## config.mk

```make
export PLATFORM = sky130hd
export DESIGN_NAME = plcp_tx_sequencer_flat
export DESIGN_NICKNAME = d
export VERILOG_FILES = /design/src/rtl/plcp_tx_sequencer_if.sv /design/src/rtl/plcp_tx_sequencer.sv /design/src/flat_wrapper.sv
export SDC_FILE = /design/constraint.sdc
export NUM_CORES = 1
export LEC_CHECK = 0
export ABC_AREA = 1
export CAP_MARGIN = 20
export CORE_MARGIN = 3
export CORE_UTILIZATION = 25
export DETAILED_ROUTE_END_ITERATION = 8
export HOLD_SLACK_MARGIN = 0.06
export PLACE_DENSITY_LB_ADDON = 0.08
export SLEW_MARGIN = 10
export SYNTH_ARGS = -nofsm -noshare
export SYNTH_HDL_FRONTEND = slang
export SYNTH_SLANG_ARGS = --single-unit
```

## constraint.sdc

```tcl
create_clock -name clk -period 5.1 [get_ports clk]
set_input_delay 1.53 -clock clk [delete_from_list [all_inputs] [get_ports clk]]
set_output_delay 1.53 -clock clk [all_outputs]
set_load 0.05 [all_outputs]
```

## src/rtl/plcp_tx_sequencer_if.sv

```systemverilog
// PSDU byte stream between the MAC byte source (master) and the PLCP sequencer (slave).
// The slave's ready is derived from registered state only, so it has no path from valid.
interface plcp_tx_sequencer_if;
    logic [7:0] psdu_data;
    logic       psdu_valid;
    logic       psdu_ready;

    modport master (output psdu_data, output psdu_valid, input psdu_ready);
    modport slave  (input psdu_data, input psdu_valid, output psdu_ready);
endinterface

```

## src/rtl/plcp_tx_sequencer.sv

```systemverilog
// 802.11b long-preamble PLCP transmit sequencer: serialises SYNC, SFD, header, header CRC
// and PSDU bytes, one bit per BIT_DIV-cycle slot, into the scrambler datapath.
module plcp_tx_sequencer #(
    parameter int unsigned SYNC_LEN = 128,
    parameter logic [15:0] SFD_WORD = 16'hF3A0,
    parameter int unsigned BIT_DIV  = 11,
    parameter int unsigned LEN_W    = 12
) (
    input  logic                   clk,
    input  logic                   rst_n,
    input  logic                   start,
    input  logic                   abort,
    input  logic [7:0]             signal_in,
    input  logic [7:0]             service_in,
    input  logic [15:0]            length_in,
    input  logic [LEN_W-1:0]       psdu_len,
    plcp_tx_sequencer_if.slave     psdu,
    output logic                   scr_bit,
    output logic                   scr_en,
    output logic                   scr_init,
    output logic                   busy,
    output logic                   done,
    output logic                   underrun
);

    localparam int unsigned SLOT_W = (BIT_DIV > 1) ? $clog2(BIT_DIV) : 1;
    localparam int unsigned IDX_W  = ($clog2(SYNC_LEN) > 5) ? $clog2(SYNC_LEN) : 5;
    localparam logic [SLOT_W-1:0] SLOT_MAX = SLOT_W'(BIT_DIV - 1);

    typedef enum logic [2:0] {
        S_IDLE, S_INIT, S_SYNC, S_SFD, S_HDR, S_CRC, S_PSDU, S_DONE
    } state_t;

    state_t             state_q;
    logic [SLOT_W-1:0]  slot_q;
    logic [IDX_W-1:0]   idx_q;
    logic [15:0]        crc_q;
    logic [31:0]        hdr_q;
    logic [LEN_W-1:0]   len_q;
    logic [LEN_W-1:0]   fetch_q;
    logic [LEN_W-1:0]   sent_q;
    logic [7:0]         buf_q;
    logic               bufv_q;
    logic [6:0]         sh_q;
    logic               scr_bit_q, scr_en_q, scr_init_q, busy_q, done_q, underrun_q;

    state_t             fld_state;
    logic [IDX_W-1:0]   fld_idx;
    logic               tx_bit;
    logic               fld_last;
    logic [15:0]        crc_d;
    logic               slot_wrap;
    logic               emit;
    logic               first_byte_bit;
    logic               hs;

    // INIT emits SYNC bit 0, so it is treated as the SYNC field at index 0.
    always_comb begin
        fld_state = (state_q == S_INIT) ? S_SYNC : state_q;
        fld_idx   = (state_q == S_INIT) ? '0 : idx_q;
        tx_bit    = 1'b0;
        fld_last  = 1'b0;
        case (fld_state)
            S_SYNC: begin
                tx_bit   = 1'b1;
                fld_last = (fld_idx == IDX_W'(SYNC_LEN - 1));
            end
            S_SFD: begin
                tx_bit   = SFD_WORD[fld_idx[3:0]];
                fld_last = (fld_idx == IDX_W'(15));
            end
            S_HDR: begin
                tx_bit   = hdr_q[fld_idx[4:0]];
                fld_last = (fld_idx == IDX_W'(31));
            end
            S_CRC: begin
                tx_bit   = ~crc_q[4'd15 - fld_idx[3:0]];
                fld_last = (fld_idx == IDX_W'(15));
            end
            S_PSDU: begin
                tx_bit   = (fld_idx == '0) ? buf_q[0] : sh_q[0];
                fld_last = (fld_idx == IDX_W'(7));
            end
            default: ;
        endcase
        crc_d          = {crc_q[14:0], 1'b0} ^ ((crc_q[15] ^ tx_bit) ? 16'h1021 : 16'h0000);
        slot_wrap      = (slot_q == SLOT_MAX);
        emit           = (state_q == S_INIT) ||
                         ((state_q inside {S_SYNC, S_SFD, S_HDR, S_CRC, S_PSDU}) && slot_wrap);
        first_byte_bit = (fld_state == S_PSDU) && (fld_idx == '0);
        hs             = psdu.psdu_valid && psdu.psdu_ready;
    end

    assign psdu.psdu_ready = !bufv_q && (state_q inside {S_HDR, S_CRC, S_PSDU}) && (fetch_q < len_q);

    always_ff @(posedge clk or negedge rst_n) begin
        if (!rst_n) begin
            state_q    <= S_IDLE;
            slot_q     <= '0;
            idx_q      <= '0;
            crc_q      <= '1;
            hdr_q      <= '0;
            len_q      <= '0;
            fetch_q    <= '0;
            sent_q     <= '0;
            buf_q      <= '0;
            bufv_q     <= 1'b0;
            sh_q       <= '0;
            scr_bit_q  <= 1'b0;
            scr_en_q   <= 1'b0;
            scr_init_q <= 1'b0;
            busy_q     <= 1'b0;
            done_q     <= 1'b0;
            underrun_q <= 1'b0;
        end else begin
            scr_en_q   <= 1'b0;
            scr_init_q <= 1'b0;
            underrun_q <= 1'b0;
            if (hs) begin
                buf_q   <= psdu.psdu_data;
                bufv_q  <= 1'b1;
                fetch_q <= fetch_q + 1'b1;
            end
            if (abort && (state_q != S_IDLE)) begin
                state_q <= S_IDLE;
                busy_q  <= 1'b0;
                done_q  <= 1'b0;
                bufv_q  <= 1'b0;
                crc_q   <= '1;
            end else begin
                case (state_q)
                    S_IDLE: begin
                        done_q <= 1'b0;
                        if (start) begin
                            hdr_q      <= {length_in, service_in, signal_in};
                            len_q      <= psdu_len;
                            fetch_q    <= '0;
                            sent_q     <= '0;
                            bufv_q     <= 1'b0;
                            idx_q      <= '0;
                            busy_q     <= 1'b1;
                            scr_init_q <= 1'b1;
                            state_q    <= S_INIT;
                        end
                    end
                    S_INIT, S_SYNC, S_SFD, S_HDR, S_CRC, S_PSDU: begin
                        slot_q <= ((state_q == S_INIT) || slot_wrap) ? '0 : slot_q + 1'b1;
                        if (state_q == S_INIT) crc_q <= '1;
                        if (emit) begin
                            if (first_byte_bit && !bufv_q) begin
                                underrun_q <= 1'b1;
                                busy_q     <= 1'b0;
                                state_q    <= S_IDLE;
                            end else begin
                                scr_en_q  <= 1'b1;
                                scr_bit_q <= tx_bit;
                                if (fld_state == S_HDR) crc_q <= crc_d;
                                if (first_byte_bit) begin
                                    sh_q   <= buf_q[7:1];
                                    bufv_q <= 1'b0;
                                end else if (fld_state == S_PSDU) begin
                                    sh_q <= {1'b0, sh_q[6:1]};
                                end
                                if (fld_last) begin
                                    idx_q <= '0;
                                    case (fld_state)
                                        S_SYNC:  state_q <= S_SFD;
                                        S_SFD:   state_q <= S_HDR;
                                        S_HDR:   state_q <= S_CRC;
                                        S_CRC:   state_q <= (len_q == '0) ? S_DONE : S_PSDU;
                                        S_PSDU: begin
                                            sent_q <= sent_q + 1'b1;
                                            if ((sent_q + 1'b1) == len_q) state_q <= S_DONE;
                                        end
                                        default: state_q <= S_IDLE;
                                    endcase
                                end else begin
                                    idx_q   <= fld_idx + 1'b1;
                                    state_q <= fld_state;
                                end
                            end
                        end
                    end
                    S_DONE: begin
                        // First DONE cycle raises done; the second returns to IDLE.
                        if (!done_q) begin
                            done_q <= 1'b1;
                            busy_q <= 1'b0;
                        end else begin
                            done_q  <= 1'b0;
                            state_q <= S_IDLE;
                        end
                    end
                    default: state_q <= S_IDLE;
                endcase
            end
        end
    end

    assign scr_bit  = scr_bit_q;
    assign scr_en   = scr_en_q;
    assign scr_init = scr_init_q;
    assign busy     = busy_q;
    assign done     = done_q;
    assign underrun = underrun_q;

endmodule
```

## src/flat_wrapper.sv

```systemverilog
// flat-port wrapper written by rule: the top's interface ports become plain ports
module plcp_tx_sequencer_flat 
#(
    parameter int unsigned SYNC_LEN = 128,
    parameter logic [15:0] SFD_WORD = 16'hF3A0,
    parameter int unsigned BIT_DIV  = 11,
    parameter int unsigned LEN_W    = 12
)
  (clk, rst_n, start, abort, signal_in, service_in, length_in, psdu_len, scr_bit, scr_en, scr_init, busy, done, underrun, psdu_psdu_data, psdu_psdu_valid, psdu_psdu_ready);
  plcp_tx_sequencer_if psdu_i ();
  input  logic clk;
  input  logic rst_n;
  input  logic start;
  input  logic abort;
  input  logic [7:0] signal_in;
  input  logic [7:0] service_in;
  input  logic [15:0] length_in;
  input  logic [LEN_W-1:0] psdu_len;
  output logic scr_bit;
  output logic scr_en;
  output logic scr_init;
  output logic busy;
  output logic done;
  output logic underrun;
  input wire logic [$bits(psdu_i.psdu_data)-1:0] psdu_psdu_data;
  input wire logic [$bits(psdu_i.psdu_valid)-1:0] psdu_psdu_valid;
  output wire logic [$bits(psdu_i.psdu_ready)-1:0] psdu_psdu_ready;
  assign psdu_i.psdu_data = psdu_psdu_data;
  assign psdu_i.psdu_valid = psdu_psdu_valid;
  assign psdu_psdu_ready = psdu_i.psdu_ready;
  plcp_tx_sequencer #(.SYNC_LEN(SYNC_LEN), .SFD_WORD(SFD_WORD), .BIT_DIV(BIT_DIV), .LEN_W(LEN_W)) u_core (.clk(clk), .rst_n(rst_n), .start(start), .abort(abort), .signal_in(signal_in), .service_in(service_in), .length_in(length_in), .psdu_len(psdu_len), .psdu(psdu_i), .scr_bit(scr_bit), .scr_en(scr_en), .scr_init(scr_init), .busy(busy), .done(done), .underrun(underrun));
endmodule
```

# == Word-level counts from Yosys, hierarchy flattened ==
# Memories as Yosys holds them, arrays and structs flattened.
# Index checks and enable logic that the tools add are counted.
# classes
bitwise_logic,5
n_mux,72
magnitude_cmp,4
eq_ne,29
n_addsub,5
reduce_logical,30
# op_table
op,count
two-way mux 12 bit,9
two-way mux 16 bit,6
two-way mux 7 bit,7
two-way mux 1 bit,29
adder 12 x 1 -> 12 bit (second input constant),2
two-way mux 3 bit,8
one-hot mux 12 bit (2 select lines),1
== test 3 bit (second input constant),7
XOR 16 bit,1
one-hot mux 3 bit (5 select lines),1
one-hot mux 7 bit (2 select lines),1
two-way mux 13 bit,1
== test 12 bit,1
== test 3 x 2 -> 1 bit (second input constant),4
logical NOT 12 bit,1
less-than comparator 12 bit,1
AND reduction 4 bit,3
less-than comparator 4 x 5 -> 1 bit (second input constant),2
AND reduction 5 bit,2
!= test 3 x 1 -> 1 bit (second input constant),3
one-hot mux 3 bit (3 select lines),1
nonzero test 3 bit,3
adder 7 x 1 -> 7 bit (second input constant),1
== test 7 x 3 -> 1 bit (second input constant),1
34 further kinds,49
# totals
word_cells,163
memories,1
out_inout_bits,7
regBits,120
romBits,16
# memory_table
name,depth,width,rd,rd_ports_with_merged_regs,wr,line,rtl
(name not given),16,1,1,0,0,plcp_tx_sequencer.sv:69,tx_bit = SFD_WORD[fld_idx[3:0]];

# == Depth between registers and ports, before layout ==
# logic_depth
ltp_word,15
mapped_depth,20
mapped_depth_nobuf,18

# == Worst setup path before layout ==
# OpenSTA, ideal clock, no wires.
# synth_path
path_kind,flip-flop to output port
startpoint,reg u_core.fetch_q[7]
endpoint,out psdu_psdu_ready
path_slack_ns,1.802
stages_incl_launch_ff,7
t_arrival_ns,1.768
path_cell_list,dfrtp_1 ha_1 a21oi_1 o21ai_0 a21oi_1 nand2_1 nor2_1
# synth_via
elab_chain_len,2
# synth_lines
element,line,rtl
start: declaration,plcp_tx_sequencer.sv:40,logic [LEN_W-1:0] fetch_q;
start signal: assignment,plcp_tx_sequencer.sv:122,fetch_q <= fetch_q + 1'b1;
less-than comparator 12 bit,plcp_tx_sequencer.sv:94,"assign psdu.psdu_ready = !bufv_q && (state_q inside {S_HDR, S_CRC, S_PSDU}) && (fetch_q < len_q);"
logical AND 1 bit,plcp_tx_sequencer.sv:94,
end: declaration,flat_wrapper.sv:27,output wire logic [$bits(psdu_i.psdu_ready)-1:0] psdu_psdu_ready;
# Every way passes these cells.

# == Final worst setup path ==
# layout_path
startpoint,reg u_core.len_q[1]
endpoint,out psdu_psdu_ready
# layout_via
elab_chain_len,2
# layout_lines
element,line,rtl
start: declaration,plcp_tx_sequencer.sv:39,logic [LEN_W-1:0] len_q;
start signal: assignment,plcp_tx_sequencer.sv:136,len_q <= psdu_len;
less-than comparator 12 bit,plcp_tx_sequencer.sv:94,
logical AND 1 bit,plcp_tx_sequencer.sv:94,
# Every way passes these cells.

==> impl.org <==
** Clock network
- After clock tree synthesis, the setup repair step added 0 buffers.
- Clock input transition at the sequential cells of the worst setup and hold paths :: approximately 60 ps
- In this run the number of H-tree levels came out at 4.
- The number of clock buffers added by TritonCTS is 17.
- TritonCTS clock tree :: done
- Clock latency reported for the late side of the worst-skew pair :: 430 ps
- After clock tree synthesis, the repair step resized 0 gates.
- Clock tree synthesis found a total of 120 sinks.
- Hold-fix buffers at CTS :: 0
- CTS root buf :: sky130_fd_sc_hd__clkbuf_16
- CTS Buffer Depth :: 2

** Timing
- Unrepaired setup endpoints after global routing :: false
- Shortest period the worst path allows :: a little over 4000 ps
- Peak Freq :: between 0.2 and 0.25 GHz
- Headroom to the max-slew limit came out at 0.339.
- Count of endpoints failing hold in the final timing report :: 0
- Count of final max-slew check failures :: 0
- Clock skew on the completed layout was measured at 20.1 ps.
- Fin Setup TNS :: 0 ps
- Transition time at the pin with the least slew margin :: around 990 ps
- Portion of the clock cycle consumed by the worst path in the final layout :: 0.811
- Setup violations remaining at the end of the flow were counted as 0.

** Job
- Max-cap violations in this run came to 0.

** Cells and area
- Leading cell type in the layout, fill and taps excluded :: sky130_fd_sc_hd__nand2_1
- Layout-stage area growth over the synthesis result :: 21.5%
- The final layout contains ~1000 nets.
- Final design utilization :: 0.312
- Excluding fillers, the count of instances in the completed layout stands at ~1300.
- The library cells used most frequently in the layout, excluding fill and tap cells, are 269 x sky130_fd_sc_hd__nand2_1, 104 x sky130_fd_sc_hd__dfrtp_1, 93 x sky130_fd_sc_hd__inv_1, 88 x sky130_fd_sc_hd__nand3_1, 76 x sky130_fd_sc_hd__o21ai_0.
- In the final layout, the share of cells above drive strength 1 is 0.0978.
- 0 antenna diodes ended up in the layout.

** Floorplan
- I/O pin count :: 64
- Floorplan row count :: 60
- Overall die height :: 173 microns
- The die covers between 0.03 and 0.04 sq mm.
- From left edge to right edge, the die measures about 170 microns.
- After floorplanning, the core was sized to cover 0.0273 sq mm.
- Effective utilization at floorplan :: 0.257

** Placed design
- In this run the tool buffered the top-level ports with 63 buffer cells.
- Cell Count Post-Placement :: approximately 1300
- At the end of routability-driven placement, the weighted congestion stood at approximately 0.77.
- Sum of net half-perimeters after detailed placement :: 13.7 mm

** Critical path
- Largest stage delay on the critical path :: between 800 and 900 ps
- In this design, the critical path's most frequently occurring cell is sky130_fd_sc_hd__nand2_1.
- Data arrival time of the critical path :: 2610 ps
- The worst setup path is of the reg2out kind.
- Crit-path max FO :: 3
- The setup check on the worst reg-to-reg path leaves a slack of approximately 1400 ps.
- STA classifies the critical path startpoint as a flop.
- The number of cells on the worst reg-to-reg path is 15.
- Source of the worst register-to-register timing path :: u_core.state_q[1]
- Walking the worst path, the cells encountered are inv_1, ha_1, a21boi_0, o211ai_1, nand2_1, nand3_1, nand2_1, nor2_1, clkdlybuf4s50_1.
- Slowest cell on the critical path :: sky130_fd_sc_hd__clkdlybuf4s50_1
- STA classifies the critical path endpoint as a primary output.
- Worst endpoint required time :: ~3600 ps
- In this run the worst setup path begins at u_core.len_q[1].
- In this run the critical register-to-register path is captured at u_core.sent_q[3].

** Yosys
- Seq cells post-synth :: between 100 and 150
- Net count of the mapped netlist :: roughly 990
- Synth Area per Inst :: between 7 and 8 sq um
- Synth async-reset ratio :: 1.00
- Yosys Warn Count :: 0
- Unique masters post-synth :: 47
- Share of the synthesized area in the top cell type :: 0.372
- Of the synthesized area, sequential elements account for 0.432.
- Post-synth EDFFs :: 0
- Counting every instance in the synthesized netlist gives 907.
- Netlist area before placement :: ~0.0070 sq mm
- Sorting the synthesized cells by area gives the leading types as sky130_fd_sc_hd__dfrtp_1 37%, sky130_fd_sc_hd__nand2_1 14%, sky130_fd_sc_hd__nand3_1 6.3%.
- Of all cell types, the one taking the most synthesized area is sky130_fd_sc_hd__dfrtp_1.
- For this run, the leading register cell type out of synthesis is sky130_fd_sc_hd__dfrtp_1.

** Detailed routing
- After the first detailed-routing iteration, the DRC count stood at roughly 390.
- Residual DRC count :: 0
- The routed design has around 19 mm of wire.
- Dividing the detail-routed via count by the number of cells gives 4.34.
- The detailed router placed 5828 vias in this run.
- Iteration count of the initial detailed-routing pass :: 5
- In the final routed layout, each cell accounts on average for 14.3 microns.
- DRT antenna net count :: 0

** Power and ir drop
- Total leakage power :: 3.93 nW
- VDD sags by at most 207 uV.
- Total power per unit cell area :: roughly 480 mW/mm^2
- Overall power of the completed layout :: 4.11 mW

** Worst hold path
- For hold timing, the worst endpoint is u_core.hdr_q[1].
- Hold depth :: 2
- Hold WC Path Type :: reg2reg
- Startpoint of the worst hold path :: u_core.hdr_q[1]

** Global route
- Across every metal layer, demand over resource in global routing totals 0.134.
- Vias in the first global route :: ~6000
- After global routing the overflow that remains totals 0.
- Pin count of the biggest net entering global routing :: 70
- The first global-routing pass estimated about 33 mm of wire.
- The initial antenna violation count came to 0.

** Status
- The run finished with clean final reports.
[worst max-delay path by stage]
stage	to	slack, ps	cells past startpoint
6_report	psdu_psdu_ready	960	9
5_1_grt	psdu_psdu_ready	710	7
4_1_cts	psdu_psdu_ready	900	9
3_5_place_dp	u_core.sh_q[1]	1020	12
3_3_place_gp	u_core.sh_q[2]	1070	12
2_1_floorplan	psdu_psdu_ready	1800	6
[cell type report]
cell class                 instances  area, sq um
fill                            2956        18800
multi-input combinational        653         3400
sequential                       120         3020
timing repair buffer              68          678
tap                              372          465
clock buffer                      17          425
inverter                          98          375
clock inverter                    15          135
[cell usage after synthesis (2+ instances only)]
cell type,instances
sky130_fd_sc_hd__inv_1,93
sky130_fd_sc_hd__o21bai_1,3
sky130_fd_sc_hd__nand4_1,11
sky130_fd_sc_hd__ha_1,21
sky130_fd_sc_hd__nand3_2,3
sky130_fd_sc_hd__dfrtp_1,104
sky130_fd_sc_hd__nand2_4,4
sky130_fd_sc_hd__nor2_1,61
sky130_fd_sc_hd__o21ai_1,4
sky130_fd_sc_hd__buf_2,8
sky130_fd_sc_hd__nand2_1,269
sky130_fd_sc_hd__o21a_1,7
sky130_fd_sc_hd__o31ai_2,8
sky130_fd_sc_hd__a21oi_1,22
sky130_fd_sc_hd__clkbuf_1,18
sky130_fd_sc_hd__nor4_1,5
sky130_fd_sc_hd__xor2_1,17
sky130_fd_sc_hd__xnor2_1,4
sky130_fd_sc_hd__a31oi_1,2
sky130_fd_sc_hd__buf_4,2
sky130_fd_sc_hd__o21ai_0,76
sky130_fd_sc_hd__o22ai_1,4
sky130_fd_sc_hd__dfstp_2,16
sky130_fd_sc_hd__inv_2,3
sky130_fd_sc_hd__buf_6,7
sky130_fd_sc_hd__nor3_1,8
sky130_fd_sc_hd__nand2_2,8
sky130_fd_sc_hd__nor2_4,3
sky130_fd_sc_hd__a21oi_2,2
sky130_fd_sc_hd__nand3_1,88
sky130_fd_sc_hd__o211ai_1,10
[through the flow]
stage          hold slack, ps  instance area [sq um]  worst slack, ps
3_3_place_gp              455                   7940             1070
3_5_place_dp              459                   7940             1020
5_1_grt                   491                   8500              706
2_1_floorplan             442                   6990             1800
6_report                  472                   8500              962
4_1_cts                   479                   8500              899
[cell families (layout without fill, tap and decap cells)]
logic type / Yosys count / after routing / share of synthesized area
compound gates: 146 / 146 / 0.128
xor+xnor: 22 / 22 / 0.0295
fa+ha+maj: 21 / 21 / 0.0376
buf+inv: 134 / 198 / 0.0830
flops: 120 / 120 / 0.432
simple gates: 464 / 464 / 0.289
[where the power goes]
group	leakage (nW)	internal, mW	switching (mW)
clock	0.268	0.642	0.524
sequential	1.51	1.22	0.190
combinational	2.15	0.496	1.04
total	3.93	2.35	1.76
[sequential cells by signal, indices dropped and copies added (netlist names), 3 cells and up]
register and count:
u_core.state_q 3, u_core.len_q 12, u_core.hdr_q 32, u_core.sh_q 7, u_core.buf_q 8, u_core.sent_q 12, u_core.idx_q 7, u_core.fetch_q 12
u_core.slot_q 4, u_core.crc_q 16
[worst max-delay path: cells and delay by family, from the launching register on]
| family | cells | cell delay [ps] |
|---|---|---|
| AO/OA/AOI/OAI | 2 | 280 |
| flip-flops | 1 | 400 |
| buffers and inverters | 2 | 910 |
| adder cells (fa/ha/maj) | 1 | 260 |
| AND/OR/NAND/NOR | 4 | 340 |
[metal layers]
metal	part of all wire	GRT usage	up-vias
met2	0.42	0.194	78
met4	0.0098	0.0409	0
met3	0.030	0.0217	13
li1	-	-	3065
met5	0	0	-
met1	0.54	0.204	2672
No activity file was read; power rests on OpenSTA's default activity.
